$ cat src/rtl/vga_timing_pkg.sv
// Shared 640x480@60 Hz timing constants, renderer colours and playfield geometry
// for the breakout display path.
package vga_timing_pkg;

    localparam int VGA_CLK_DIV      = 4;
    localparam int VGA_H_TOTAL      = 800;
    localparam int VGA_H_SYNC       = 96;
    localparam int VGA_H_DISP_START = 144;
    localparam int VGA_H_DISP_END   = 784;
    localparam int VGA_V_TOTAL      = 525;
    localparam int VGA_V_SYNC       = 2;
    localparam int VGA_V_DISP_START = 35;
    localparam int VGA_V_DISP_END   = 515;

    localparam logic [11:0] RED          = 12'hF00;
    localparam logic [11:0] WHITE        = 12'hFFF;
    localparam logic [11:0] PINK         = 12'hF6B;
    localparam logic [11:0] BLUE         = 12'h00F;
    localparam logic [11:0] PURPLE       = 12'h80F;
    localparam logic [11:0] BRIGHT_GREEN = 12'h0F0;
    localparam logic [11:0] BLACK        = 12'h000;

    // Playfield edges in raster coordinates (inside the visible window)
    localparam int WALL_LEFT_X  = 164;
    localparam int WALL_RIGHT_X = 764;
    localparam int CEILING_Y    = 55;
    localparam int FLOOR_Y      = 495;

    typedef struct packed {
        logic h_sync;
        logic v_sync;
        logic bright;
    } vga_flags_t;

    function automatic logic in_window(input logic [10:0] val,
                                       input logic [10:0] lo,
                                       input logic [10:0] hi);
        return (val >= lo) && (val < hi);
    endfunction

endpackage

$ cat src/rtl/vga_timing_gen_pix_en_div.sv
// Clock divider producing a registered one-clk pixel enable every CLK_DIV cycles.
module pix_en_div #(
    parameter int CLK_DIV = 4
) (
    input  logic clk,
    input  logic rst,
    output logic pix_en
);

    localparam int DIV_W = (CLK_DIV > 1) ? $clog2(CLK_DIV) : 1;
    localparam logic [DIV_W-1:0] DIV_LAST = DIV_W'(CLK_DIV - 1);

    logic [DIV_W-1:0] div_q, div_d;
    logic             pix_en_q, pix_en_d;

    // pix_en is decoded from the next divider value so it lines up with div==CLK_DIV-1
    always_comb begin
        div_d    = (div_q == DIV_LAST) ? '0 : div_q + 1'b1;
        pix_en_d = (div_d == DIV_LAST);
    end

    always_ff @(posedge clk or posedge rst) begin
        if (rst) begin
            div_q    <= '0;
            pix_en_q <= 1'b0;
        end else begin
            div_q    <= div_d;
            pix_en_q <= pix_en_d;
        end
    end

    assign pix_en = pix_en_q;

endmodule

$ cat src/rtl/vga_timing_gen.sv
// VGA raster timing: h/v counters, registered syncs/bright, frame_start and game_tick.
// Optional free-running frame counter enabled by VGA_TIMING_FRAME_CNT_EN.
module vga_timing_gen
    import vga_timing_pkg::*;
#(
    parameter int CLK_DIV          = VGA_CLK_DIV,
    parameter int H_TOTAL          = VGA_H_TOTAL,
    parameter int H_SYNC           = VGA_H_SYNC,
    parameter int H_DISP_START     = VGA_H_DISP_START,
    parameter int H_DISP_END       = VGA_H_DISP_END,
    parameter int V_TOTAL          = VGA_V_TOTAL,
    parameter int V_SYNC           = VGA_V_SYNC,
    parameter int V_DISP_START     = VGA_V_DISP_START,
    parameter int V_DISP_END       = VGA_V_DISP_END,
    parameter int GAME_TICK_FRAMES = 1
) (
    input  logic        clk,
    input  logic        rst,
    output logic        pix_en,
    output logic [9:0]  hCount,
    output logic [9:0]  vCount,
    output logic        hSync,
    output logic        vSync,
    output logic        bright,
    output logic        frame_start,
    output logic        game_tick,
    output logic [15:0] frame_cnt
);

    if (H_TOTAL > 1024 || V_TOTAL > 1024 || H_TOTAL < 1 || V_TOTAL < 1) begin : g_bad_total
        $error("vga_timing_gen: H_TOTAL and V_TOTAL must be in 1..1024");
    end
    if (CLK_DIV < 1 || GAME_TICK_FRAMES < 1) begin : g_bad_div
        $error("vga_timing_gen: CLK_DIV and GAME_TICK_FRAMES must be >= 1");
    end

    localparam logic [9:0]  H_LAST  = 10'(H_TOTAL - 1);
    localparam logic [9:0]  V_LAST  = 10'(V_TOTAL - 1);
    localparam logic [10:0] H_SY_W  = 11'(H_SYNC);
    localparam logic [10:0] V_SY_W  = 11'(V_SYNC);
    localparam logic [10:0] H_DS_W  = 11'(H_DISP_START);
    localparam logic [10:0] H_DE_W  = 11'(H_DISP_END);
    localparam logic [10:0] V_DS_W  = 11'(V_DISP_START);
    localparam logic [10:0] V_DE_W  = 11'(V_DISP_END);
    localparam int          TICK_W  = (GAME_TICK_FRAMES > 1) ? $clog2(GAME_TICK_FRAMES) : 1;
    localparam logic [TICK_W-1:0] TICK_LAST = TICK_W'(GAME_TICK_FRAMES - 1);

    logic              pix_en_w;
    logic [9:0]        h_q, h_d, v_q, v_d;
    logic [TICK_W-1:0] tick_q, tick_d;
    logic              frame_start_q, frame_start_d;
    logic              game_tick_q, game_tick_d;
    vga_flags_t        flags_q, flags_d;

    pix_en_div #(
        .CLK_DIV (CLK_DIV)
    ) u_div (
        .clk    (clk),
        .rst    (rst),
        .pix_en (pix_en_w)
    );

    // Flags and pulses are derived from the next counts so they register together
    always_comb begin
        h_d           = h_q;
        v_d           = v_q;
        tick_d        = tick_q;
        frame_start_d = 1'b0;
        game_tick_d   = 1'b0;
        if (pix_en_w) begin
            if (h_q == H_LAST) begin
                h_d           = '0;
                v_d           = (v_q == V_LAST) ? '0 : v_q + 1'b1;
                frame_start_d = (v_q == V_LAST);
                if ({1'b0, v_d} == V_DE_W) begin
                    game_tick_d = (tick_q == TICK_LAST);
                    tick_d      = (tick_q == TICK_LAST) ? '0 : tick_q + 1'b1;
                end
            end else begin
                h_d = h_q + 1'b1;
            end
        end
        flags_d.h_sync = !({1'b0, h_d} < H_SY_W);
        flags_d.v_sync = !({1'b0, v_d} < V_SY_W);
        flags_d.bright = in_window({1'b0, h_d}, H_DS_W, H_DE_W) &&
                         in_window({1'b0, v_d}, V_DS_W, V_DE_W);
    end

    always_ff @(posedge clk or posedge rst) begin
        if (rst) begin
            h_q           <= '0;
            v_q           <= '0;
            tick_q        <= '0;
            frame_start_q <= 1'b0;
            game_tick_q   <= 1'b0;
            flags_q       <= '0;
        end else begin
            h_q           <= h_d;
            v_q           <= v_d;
            tick_q        <= tick_d;
            frame_start_q <= frame_start_d;
            game_tick_q   <= game_tick_d;
            flags_q       <= flags_d;
        end
    end

`ifdef VGA_TIMING_FRAME_CNT_EN
    logic [15:0] frame_cnt_q, frame_cnt_d;

    always_comb begin
        frame_cnt_d = frame_start_q ? frame_cnt_q + 16'd1 : frame_cnt_q;
    end

    always_ff @(posedge clk or posedge rst) begin
        if (rst) begin
            frame_cnt_q <= '0;
        end else begin
            frame_cnt_q <= frame_cnt_d;
        end
    end

    assign frame_cnt = frame_cnt_q;
`else
    assign frame_cnt = '0;
`endif

    assign pix_en      = pix_en_w;
    assign hCount      = h_q;
    assign vCount      = v_q;
    assign hSync       = flags_q.h_sync;
    assign vSync       = flags_q.v_sync;
    assign bright      = flags_q.bright;
    assign frame_start = frame_start_q;
    assign game_tick   = game_tick_q;

endmodule

$ cat config.mk
export PLATFORM = sky130hd
export DESIGN_NAME = vga_timing_gen
export DESIGN_NICKNAME = d
export VERILOG_FILES = /design/src/rtl/vga_timing_pkg.sv /design/src/rtl/vga_timing_gen_pix_en_div.sv /design/src/rtl/vga_timing_gen.sv
export SDC_FILE = /design/constraint.sdc
export NUM_CORES = 1
export LEC_CHECK = 0
export BUFFER_PORTS_ARGS = -buffer_cell sky130_fd_sc_hd__buf_2
export CAP_MARGIN = 20
export CORE_UTILIZATION = 48
export DETAILED_ROUTE_END_ITERATION = 12
export PLACE_DENSITY = 0.76
export RECOVER_POWER = 50
export SLEW_MARGIN = 20
export SYNTH_ARGS = -nofsm -noshare
export SYNTH_HDL_FRONTEND = slang
export SYNTH_SLANG_ARGS = --single-unit
$ cat constraint.sdc
create_clock -name clk -period 2.6 [get_ports clk]
set_clock_uncertainty 0.2 [all_clocks]
set_input_delay 0.13 -clock clk [delete_from_list [all_inputs] [get_ports clk]]
set_output_delay 0.13 -clock clk [all_outputs]
set_load 0.05 [all_outputs]
==> metrics <==
commonest non-fill, non-tap cell in the layout=buf_4; min-delay src=u_div.div_q[0]; Top FF cell, synth=dfrtp_1; Final nets=249; largest net degree at the start of global routing=29; status=complete, but fails checks; die area=3960 um2; fraction of layout cells with a size suffix above 1=0.3792; Avg Inst Size Synth=9.790 um2; I/O Buffers=27; #FFs+latches synth=28; First-pass DRT Iterations=4; CTS Sinks=28; CP max FO=2; CTS buffer count=3; vias in the first global route=1,436; startpoint types=flip-flop; clock root buffer=clkbuf_8; failing checks=capacitance limit, slew limit; Area Overhead vs Synth=26.19%; top cell family by delay on the critical path=simple AND/OR/NAND/NOR gates; P_leak=1.092 nW; Final min period=2.554 ns; Fin. Hold Viols=0; P per Cell Area=372.9 nW/um2; Crit Path Class=reg -> reg; commonest cells after routing, fill and taps aside=32 x buf_4, 20 x buf_2, 19 x dfrtp_1; Post-Route WL=4.014 mm; Seq pwr share=0.519; Comb power frac=0.073; CTS tree=done; Yosys cell types=53; Chip Height=62.93 um; DR WL/cell=14.03 um; CTS Buffer Depth=2; Clk pwr share=0.409; number of synthesized flops with an enable pin=0; Ports=44; Cell Area, Placed=2078 um2; CP cell instances=inv_2 > ha_4 > nand4_1 > or4_4 > a21o_1 > a21oi_2 > o221ai_2 > mux2_4 > a211oi_2; detailed-route via count=1,523; HPWL after detailed placement=2.768 mm; initial core utilization=0.5176; die width=62.93 um; critical path launch point=vCount[1]; n_diodes=0; Cell Int Power=0.0006433 W; maxcap violations=1; H-tree Lvls=1; Max Clk Rate=391.5 MHz; P_sw=0.0001952 W; Worst Path Arrival=2.56 ns; Layout Cells excl Fill=286; RR Startpoint=vCount[1]; synthesized netlist cell count=182; initial antenna violation count=0; Final period util=0.9824; Final ANT Viol Nets=0; RSZ-0062 raised after global routing=true; Crit path buffers/inverters=1; Core Footprint=3442 um2; CP required=2.60 ns; vias per inst=5.325; worst-margin pin slew=1.534 ns; final hold slack=0.2629 ns; warnings from Yosys=0; Placer Congestion=0.8873; post-route cell area=2248 um2; normalized max-slew margin=-0.02252; crit end category=flip-flop; Peak VDD IR=0.2548 mV; HP Class=reg -> reg; worst skew pair latency=0.28 ns; Seq/Total Area, Yosys=0.3933; Mapped Area=1782 um2; row count=21; Worst-path clk slew=0.09 ns; Tot Pwr=0.0008385 W; first-pass GRT wire length=6.796 mm; Final setup viols=0; largest stage delay on the critical path=0.53 ns; Post-synth ARST share=1.000; Slew Viols, Final=29; Tot GR Track Use=0.2162; Inst Count DP=273; critical path's slowest cell=or4_4; GRT Residual Overflow=0; First DRT Iteration DRCs=109; switch share=0.2328; Residual DRC=0
-- power groups by stage --
stage / combinational, W / clock (W) / sequential, W
floorplan: 0.0000753 / 0 / 0.000444
finish: 0.0000609 / 0.000343 / 0.000435
detailed placement: 0.0000608 / 0 / 0.000444
global route: 0.0000641 / 0.000368 / 0.000435
global placement: 0.0000608 / 0 / 0.000444
CTS: 0.0000619 / 0.000353 / 0.000435
-- layer usage --
metal / up-vias / track usage / wire [um]
met5: - / 0 / 0
met4: 0 / 0.1017 / 63
met3: 5 / 0.02920 / 146
met2: 56 / 0.3374 / 1942
met1: 730 / 0.2938 / 1861
li1: 732 / - / -
-- cells in the mapped netlist, drive strengths merged (5+ instances only) --
cell type / n / area [um2]
dfrtp: 28 / 700.7
buf: 20 / 158.9
nand2: 16 / 60.06
o21ai: 11 / 55.05
xnor2: 10 / 87.58
inv: 8 / 30.03
nor2: 8 / 30.03
nand3: 7 / 40.04
nand4: 7 / 43.79
and3: 6 / 40.03
ha: 6 / 75.07
a31oi: 5 / 37.53
nor3: 5 / 36.29
-- per-stage QoR --
step / util / setup WS [ns] / setup TNS (ns)
after floorplan: - / -0.05156 / -0.05156
after global placement: 0.6038 / 0.02646 / 0
after detailed placement: 0.6038 / -0.03614 / -0.03614
after CTS: 0.6296 / 0.02299 / 0
after global routing: 0.6532 / -0.08110 / -0.08110
final: 0.6532 / 0.04585 / 0
-- flip-flops by register name, summed over array words and instances (netlist names) --
signal	cells
bright	1
frame_start	1
game_tick	1
hCount	10
hSync	1
u_div.div_q	2
u_div.pix_en	1
vCount	10
vSync	1
-- path summary, 6_finish.rpt --
kind,endpoint,slack [ns],cells after the start
min,u_div.div_q[0],0.26,1
max,bright,0.05,9
max reg2reg,bright,0.05,9
max in group asynchronous,vCount[8],0.48,4
min reg2reg,u_div.div_q[0],0.26,1
min in group asynchronous,vCount[9],0.72,4
-- repair_timing --
| item | 4_1_cts | 5_1_grt |
|---|---|---|
| endpoints found under the setup margin | 1 | 1 |
| setup buffers | 0 | 8 |
| hold buffers | 1 | 0 |
| resized for setup | 1 | 9 |
| hold endpoints to repair | 28 | 0 |
| pin swaps | 0 | 7 |
-- cells by family after synthesis --
logic type,share of synthesized area
adders and majority gates,0.04213
other,0.002105
buffers and inverters,0.1166
DFF,0.3933
muxes,0.01966
AOI/OAI and AO/OA,0.1250
xor gates and xnor gates,0.06390
and+or+nand+nor,0.2374
-- final cells by class --
cell class / instances / area [um2]
Fill cell: 284 / 1194
Clock buffer: 3 / 41.29
Timing Repair Buffer: 63 / 404.1
Tap cell: 46 / 57.56
Clock inverter: 1 / 30.03
Sequential cell: 28 / 711.9
Multi-Input combinational cell: 137 / 973.4
Inverter: 8 / 30.03
Power figures use the tool's default switching activity.
